==> config.mk <==
export PLATFORM = sky130hd
export DESIGN_NAME = mem_bus_arbiter
export DESIGN_NICKNAME = d
export VERILOG_FILES = /design/src/rtl/mem_bus_arbiter.sv
export SDC_FILE = /design/constraint.sdc
export NUM_CORES = 1
export LEC_CHECK = 0
export ABC_AREA = 1
export BUFFER_PORTS_ARGS = -buffer_cell sky130_fd_sc_hd__buf_2
export CAP_MARGIN = 0
export CORE_MARGIN = 2
export CORE_UTILIZATION = 42
export DETAILED_ROUTE_END_ITERATION = 8
export PLACE_DENSITY_LB_ADDON = 0.12
export SYNTH_ARGS = -nofsm -noshare
export SYNTH_HDL_FRONTEND = slang
export SYNTH_SLANG_ARGS = --single-unit
==> constraint.sdc <==
create_clock -name clk -period 4.95 [get_ports clk]
set_input_delay 0.495 -clock clk [delete_from_list [all_inputs] [get_ports clk]]
set_output_delay 0.495 -clock clk [all_outputs]
set_load 0.05 [all_outputs]
==> src/rtl/mem_bus_arbiter.sv <==
`default_nettype none
// ---------------------------------------------------------------------------
// mem_bus_arbiter : round-robin sharing of one memory bus between the
//                   instruction-read and load/store requesters, with watchdog.
// Revision 1.0
// ---------------------------------------------------------------------------
module mem_bus_arbiter #(
  parameter int          TIMEOUT  = 256,
  parameter int          TO_W     = 9,
  parameter logic [31:0] ERR_DATA = 32'h0000_0013
) (
  input  logic        clk,
  input  logic        rst_n,
  input  logic        i_read_req,
  input  logic        i_read_w,
  input  logic        i_read_hw,
  input  logic [31:0] i_read_adr,
  output logic        i_read_valid,
  output logic [31:0] i_read_data,
  input  logic        d_req,
  input  logic        d_we,
  input  logic        d_w,
  input  logic        d_hw,
  input  logic [31:0] d_adr,
  input  logic [31:0] d_wdata,
  output logic        d_valid,
  output logic [31:0] d_rdata,
  output logic        m_req,
  output logic        m_we,
  output logic        m_w,
  output logic        m_hw,
  output logic [31:0] m_adr,
  output logic [31:0] m_wdata,
  input  logic        m_valid,
  input  logic [31:0] m_rdata,
  output logic        bus_err,
  output logic        proto_err
);

  typedef enum logic [1:0] {IDLE = 2'd0, ISSUE = 2'd1, WAIT = 2'd2} state_t;

  state_t      state;
  logic        pend_i, pend_d;
  logic        rr_d;      // 1: dmr wins when both are pending
  logic        owner_d;   // 1: dmr owns the bus
  logic [TO_W-1:0] cnt;

  logic        si_w, si_hw;
  logic [31:0] si_adr;
  logic        sd_we, sd_w, sd_hw;
  logic [31:0] sd_adr, sd_wdata;

  logic [31:0] i_data_q, d_data_q;

  logic        in_wait, cnt_last, done, grant_d;
  logic [31:0] ret_word;

  assign in_wait  = (state == WAIT);
  assign cnt_last = (cnt == TO_W'(TIMEOUT - 1));
  assign done     = in_wait && (m_valid || cnt_last);
  assign bus_err  = in_wait && !m_valid && cnt_last;
  assign ret_word = m_valid ? m_rdata : ERR_DATA;
  assign grant_d  = pend_d && (!pend_i || rr_d);

  // Completion is visible in the same cycle as m_valid; data falls back to the held word.
  assign i_read_valid = done && !owner_d;
  assign d_valid      = done && owner_d;
  assign i_read_data  = i_read_valid ? ret_word : i_data_q;
  assign d_rdata      = d_valid ? ret_word : d_data_q;

  always_ff @(posedge clk or negedge rst_n) begin
    if (!rst_n) begin
      state     <= IDLE;
      pend_i    <= 1'b0;
      pend_d    <= 1'b0;
      rr_d      <= 1'b1;
      owner_d   <= 1'b0;
      cnt       <= '0;
      proto_err <= 1'b0;
      m_req     <= 1'b0;
      m_we      <= 1'b0;
      m_w       <= 1'b0;
      m_hw      <= 1'b0;
      m_adr     <= '0;
      m_wdata   <= '0;
      si_w      <= 1'b0;
      si_hw     <= 1'b0;
      si_adr    <= '0;
      sd_we     <= 1'b0;
      sd_w      <= 1'b0;
      sd_hw     <= 1'b0;
      sd_adr    <= '0;
      sd_wdata  <= '0;
      i_data_q  <= '0;
      d_data_q  <= '0;
    end else begin
      m_req <= 1'b0;
      case (state)
        IDLE: begin
          if (pend_i || pend_d) begin
            owner_d <= grant_d;
            state   <= ISSUE;
            m_req   <= 1'b1;
            if (grant_d) begin
              m_we    <= sd_we;
              m_w     <= sd_w;
              m_hw    <= sd_hw;
              m_adr   <= sd_adr;
              m_wdata <= sd_wdata;
            end else begin
              m_we    <= 1'b0;
              m_w     <= si_w;
              m_hw    <= si_hw;
              m_adr   <= si_adr;
              m_wdata <= '0;
            end
          end
        end
        ISSUE: begin
          state <= WAIT;
          cnt   <= '0;
        end
        WAIT: begin
          if (done) begin
            state <= IDLE;
            rr_d  <= !owner_d;
          end else begin
            cnt <= cnt + TO_W'(1);
          end
        end
        default: state <= IDLE;
      endcase

      if (i_read_valid) i_data_q <= ret_word;
      if (d_valid)      d_data_q <= ret_word;

      // A request landing on its own completion cycle starts the next transaction.
      if (i_read_req && (!pend_i || i_read_valid)) begin
        pend_i <= 1'b1;
        si_w   <= i_read_w;
        si_hw  <= i_read_hw;
        si_adr <= i_read_adr;
      end else if (i_read_valid) begin
        pend_i <= 1'b0;
      end
      if (i_read_req && pend_i && !i_read_valid) proto_err <= 1'b1;

      if (d_req && (!pend_d || d_valid)) begin
        pend_d   <= 1'b1;
        sd_we    <= d_we;
        sd_w     <= d_w;
        sd_hw    <= d_hw;
        sd_adr   <= d_adr;
        sd_wdata <= d_wdata;
      end else if (d_valid) begin
        pend_d <= 1'b0;
      end
      if (d_req && pend_d && !d_valid) proto_err <= 1'b1;
    end
  end

endmodule
`default_nettype wire

==> impl_metrics.tcl <==
set metrics [dict create \
    status "finished, violations left" \
    violations "negative hold slack" \
    hold_slack_ns -0.0310 \
    yosysSeqAreaShare_pct 62.4 \
    drt_wl_total_um 27200 \
    core_area_um2 23400 \
    critPathCaptureType "output pin" \
    max_stage_delay_ns 0.61 \
    p_leak_nw 6.78 \
    first_pass_iters 5 \
    ys_ff_latch 249 \
    gp_routability_congestion 0.778 \
    final-hold-violation-count 5 \
    min_period_ns 4.09 \
    syn_area_um2 9990 \
    grt_max_degree 110 \
    fin_crit_sh_pct 82.7 \
    worstSetupPathType "flop to output pin" \
    synthTopCellsByArea "dfrtp_1, nand2_1, nand3_1" \
    drt_iter0_drc 479 \
    cts_sinks 249 \
    ys.flop_type "dfrtp_1" \
    power_density_nw_per_um2 771 \
    dp_cells 1649 \
    synthCells 1120 \
    max_freq_ghz 0.244 \
    initial_core_util_pct 42.7 \
    drc 0 \
    cp_top_family "simple AND/OR/NAND/NOR gates" \
    max_cap_viol_count 0 \
    synth_edf_count 0 \
    dp_hpwl_um 16900 \
    syn-num-nets 1260 \
    drive_above_1_share_pct 24.3 \
    die_h_um 158 \
    clk_pin_slew_ns 0.06 \
    yosysUniqueCellTypes 25 \
    hold_class "input port to async pin" \
    cts_resized 0 \
    yosysTopAreaCellShare_pct 62.1 \
    timing.setup.tns_ns 0 \
    grt_pass1_vias 7946 \
    crit_fanout 65 \
    routed_via_density 4.91 \
    maxSlewHeadroom_pct 29.1 \
    htreeDepth 1 \
    worst_slew_pin_slew_ns 1.06 \
    clk_latency_ns 0.53 \
    cts_tree "yes" \
    ys_warn_count 0 \
    die_x_um 158 \
    drtAntennaViolNets 0 \
    antenna_found_initial 4 \
    critPathLaunchType "flop" \
    yosysTopAreaCell "dfrtp_1" \
    cts_root_buf "clkbuf_16" \
    skew_ns 0.00600 \
    grt_usage_pct 21.2 \
    wire_per_inst_um 16.0 \
    grt_pass1_wl_um 42200 \
    crit_slowest_cell "nand2_2" \
    cp_data_required_time_ns 4.45 \
    async_flop_share_pct 100 \
    slew_violations 0 \
    final_net_count 1500 \
    critical_path_buf_inv_count 1 \
    syn_to_final_growth_pct 24.6 \
    vias 8349 \
    reg2reg_slack_ns 1.28 \
    cts_setup_buffers 0 \
    crit_path_cell_trace "ha_1, nand2_1, nor2_1, and3_1, ha_1, nor2_2, nor2_2, nand2_2, o21ai_0, buf_2" \
    cts_buffers 28 \
    io_pins 274 \
    cts_hold_buf 0 \
    vdd_drop_max_mv 0.393 \
    fin_cells 1700 \
    rsz0062_at_grt "false" \
    std_cell_rows 56 \
    cts.path.max_buffers 3 \
    grt.overflow.total 0 \
    dieArea_um2 25000 \
    postSynthAreaPerCell_um2 8.92 \
    cp.arrival_ns 3.60 \
    setup_violations 0 \
    io_buffer_count 273 \
]
[cell families (layout without fill, tap and decap cells)]
family	Yosys count	in the layout	share of synthesized area [%]
AOI/OAI and AO/OA	136	136	6.83
adders and majority gates	2	2	0.250
buffers and inverters	93	350	4.20
DFF	249	249	62.4
other	0	4	0
and+or+nand+nor	640	640	26.3
[metrics by stage]
stage	setup slack [ns]	hold WS (ns)	util, %	power, mW	instance area, um2
5_1_grt	0.532	0.0461	53.2	10.2	12400
6_report	0.855	-0.0310	53.2	9.60	12500
3_5_place_dp	1.29	0.453	49.2	7.60	11500
4_1_cts	0.827	0.0327	53.2	9.71	12400
2_1_floorplan	1.56	0.199	-	6.48	9990
3_3_place_gp	1.38	0.451	49.2	7.53	11500
[cell usage in the layout, fill, tap and decap left out, drive strengths merged]
cell type	n
dfstp	1
nor3	2
clkinv	1
dfrtp	248
nand4	2
nand2	444
bufinv	3
a21oi	4
nor2	48
nand3b	1
buf	284
and3	1
clkinvlp	1
clkbuf	42
ha	2
nand3	142
o21ai	131
o22ai	1
inv	19
diode	4
[registers in the layout, indices dropped and copies added (netlist names), 9 cells and up]
name      cells
cnt           9
d_data_q     32
i_data_q     32
m_adr        32
m_wdata      32
sd_adr       32
sd_wdata     32
si_adr       32
[cells in the mapped netlist, types with 2 or more instances]
cell      instances
buf_2            25
nor2_1           46
buf_6             2
buf_4             6
dfrtp_1         248
a21oi_1           4
nand2_4           2
o21ai_0         107
nand4_1           2
ha_1              2
o21ai_1          24
nand3_1         142
inv_1            18
nand2_1         439
clkbuf_1         40
nand2_2           3
nor2_2            2
[where the power goes]
| group | internal, mW | switching, mW | leakage, nW | total, mW |
|---|---|---|---|---|
| sequential | 2.89 | 0.396 | 3.17 | 3.29 |
| combinational | 0.944 | 3.29 | 3.17 | 4.24 |
| clock | 1.29 | 0.785 | 0.449 | 2.08 |
| total | 5.12 | 4.48 | 6.78 | 9.60 |
[final timing paths]
kind / startpoint / to / depth (start not counted)
max: cnt[0]$_DFFE_PN0P_ / i_read_data[10] / 10
min: rst_n / i_data_q[21]$_DFF_PN0_ / 1
max reg2reg: cnt[0]$_DFFE_PN0P_ / si_adr[16]$_DFFE_PN0P_ / 13
min reg2reg: si_adr[28]$_DFFE_PN0P_ / si_adr[28]$_DFFE_PN0P_ / 2
max in group asynchronous: rst_n / d_data_q[0]$_DFF_PN0_ / 2
min in group clk: d_wdata[31] / sd_wdata[31]$_DFFE_PN0P_ / 3
[per-layer routing]
layer | routed length, um | global-route usage (%) | part of all wire [%] | vias up
met5 | 0 | 0 | 0 | -
met4 | 442 | 4.98 | 1.6 | 0
met3 | 2160 | 5.09 | 7.9 | 34
li1 | - | - | - | 4109
met2 | 12200 | 33.2 | 45 | 253
met1 | 12400 | 30.0 | 46 | 3953
[area by class of cell]
| cell class | count | area (um2) |
|---|---|---|
| fillers | 2305 | 10900 |
| flip-flops and latches | 249 | 6230 |
| multi-input cells | 778 | 3340 |
| repair buffers | 284 | 1470 |
| clock buffers | 42 | 825 |
| well taps | 319 | 399 |
| clock inverters | 5 | 103 |
| inverters | 19 | 71.3 |
| diodes | 4 | 10.0 |
Note: power is estimated with default switching activity, not from simulation.
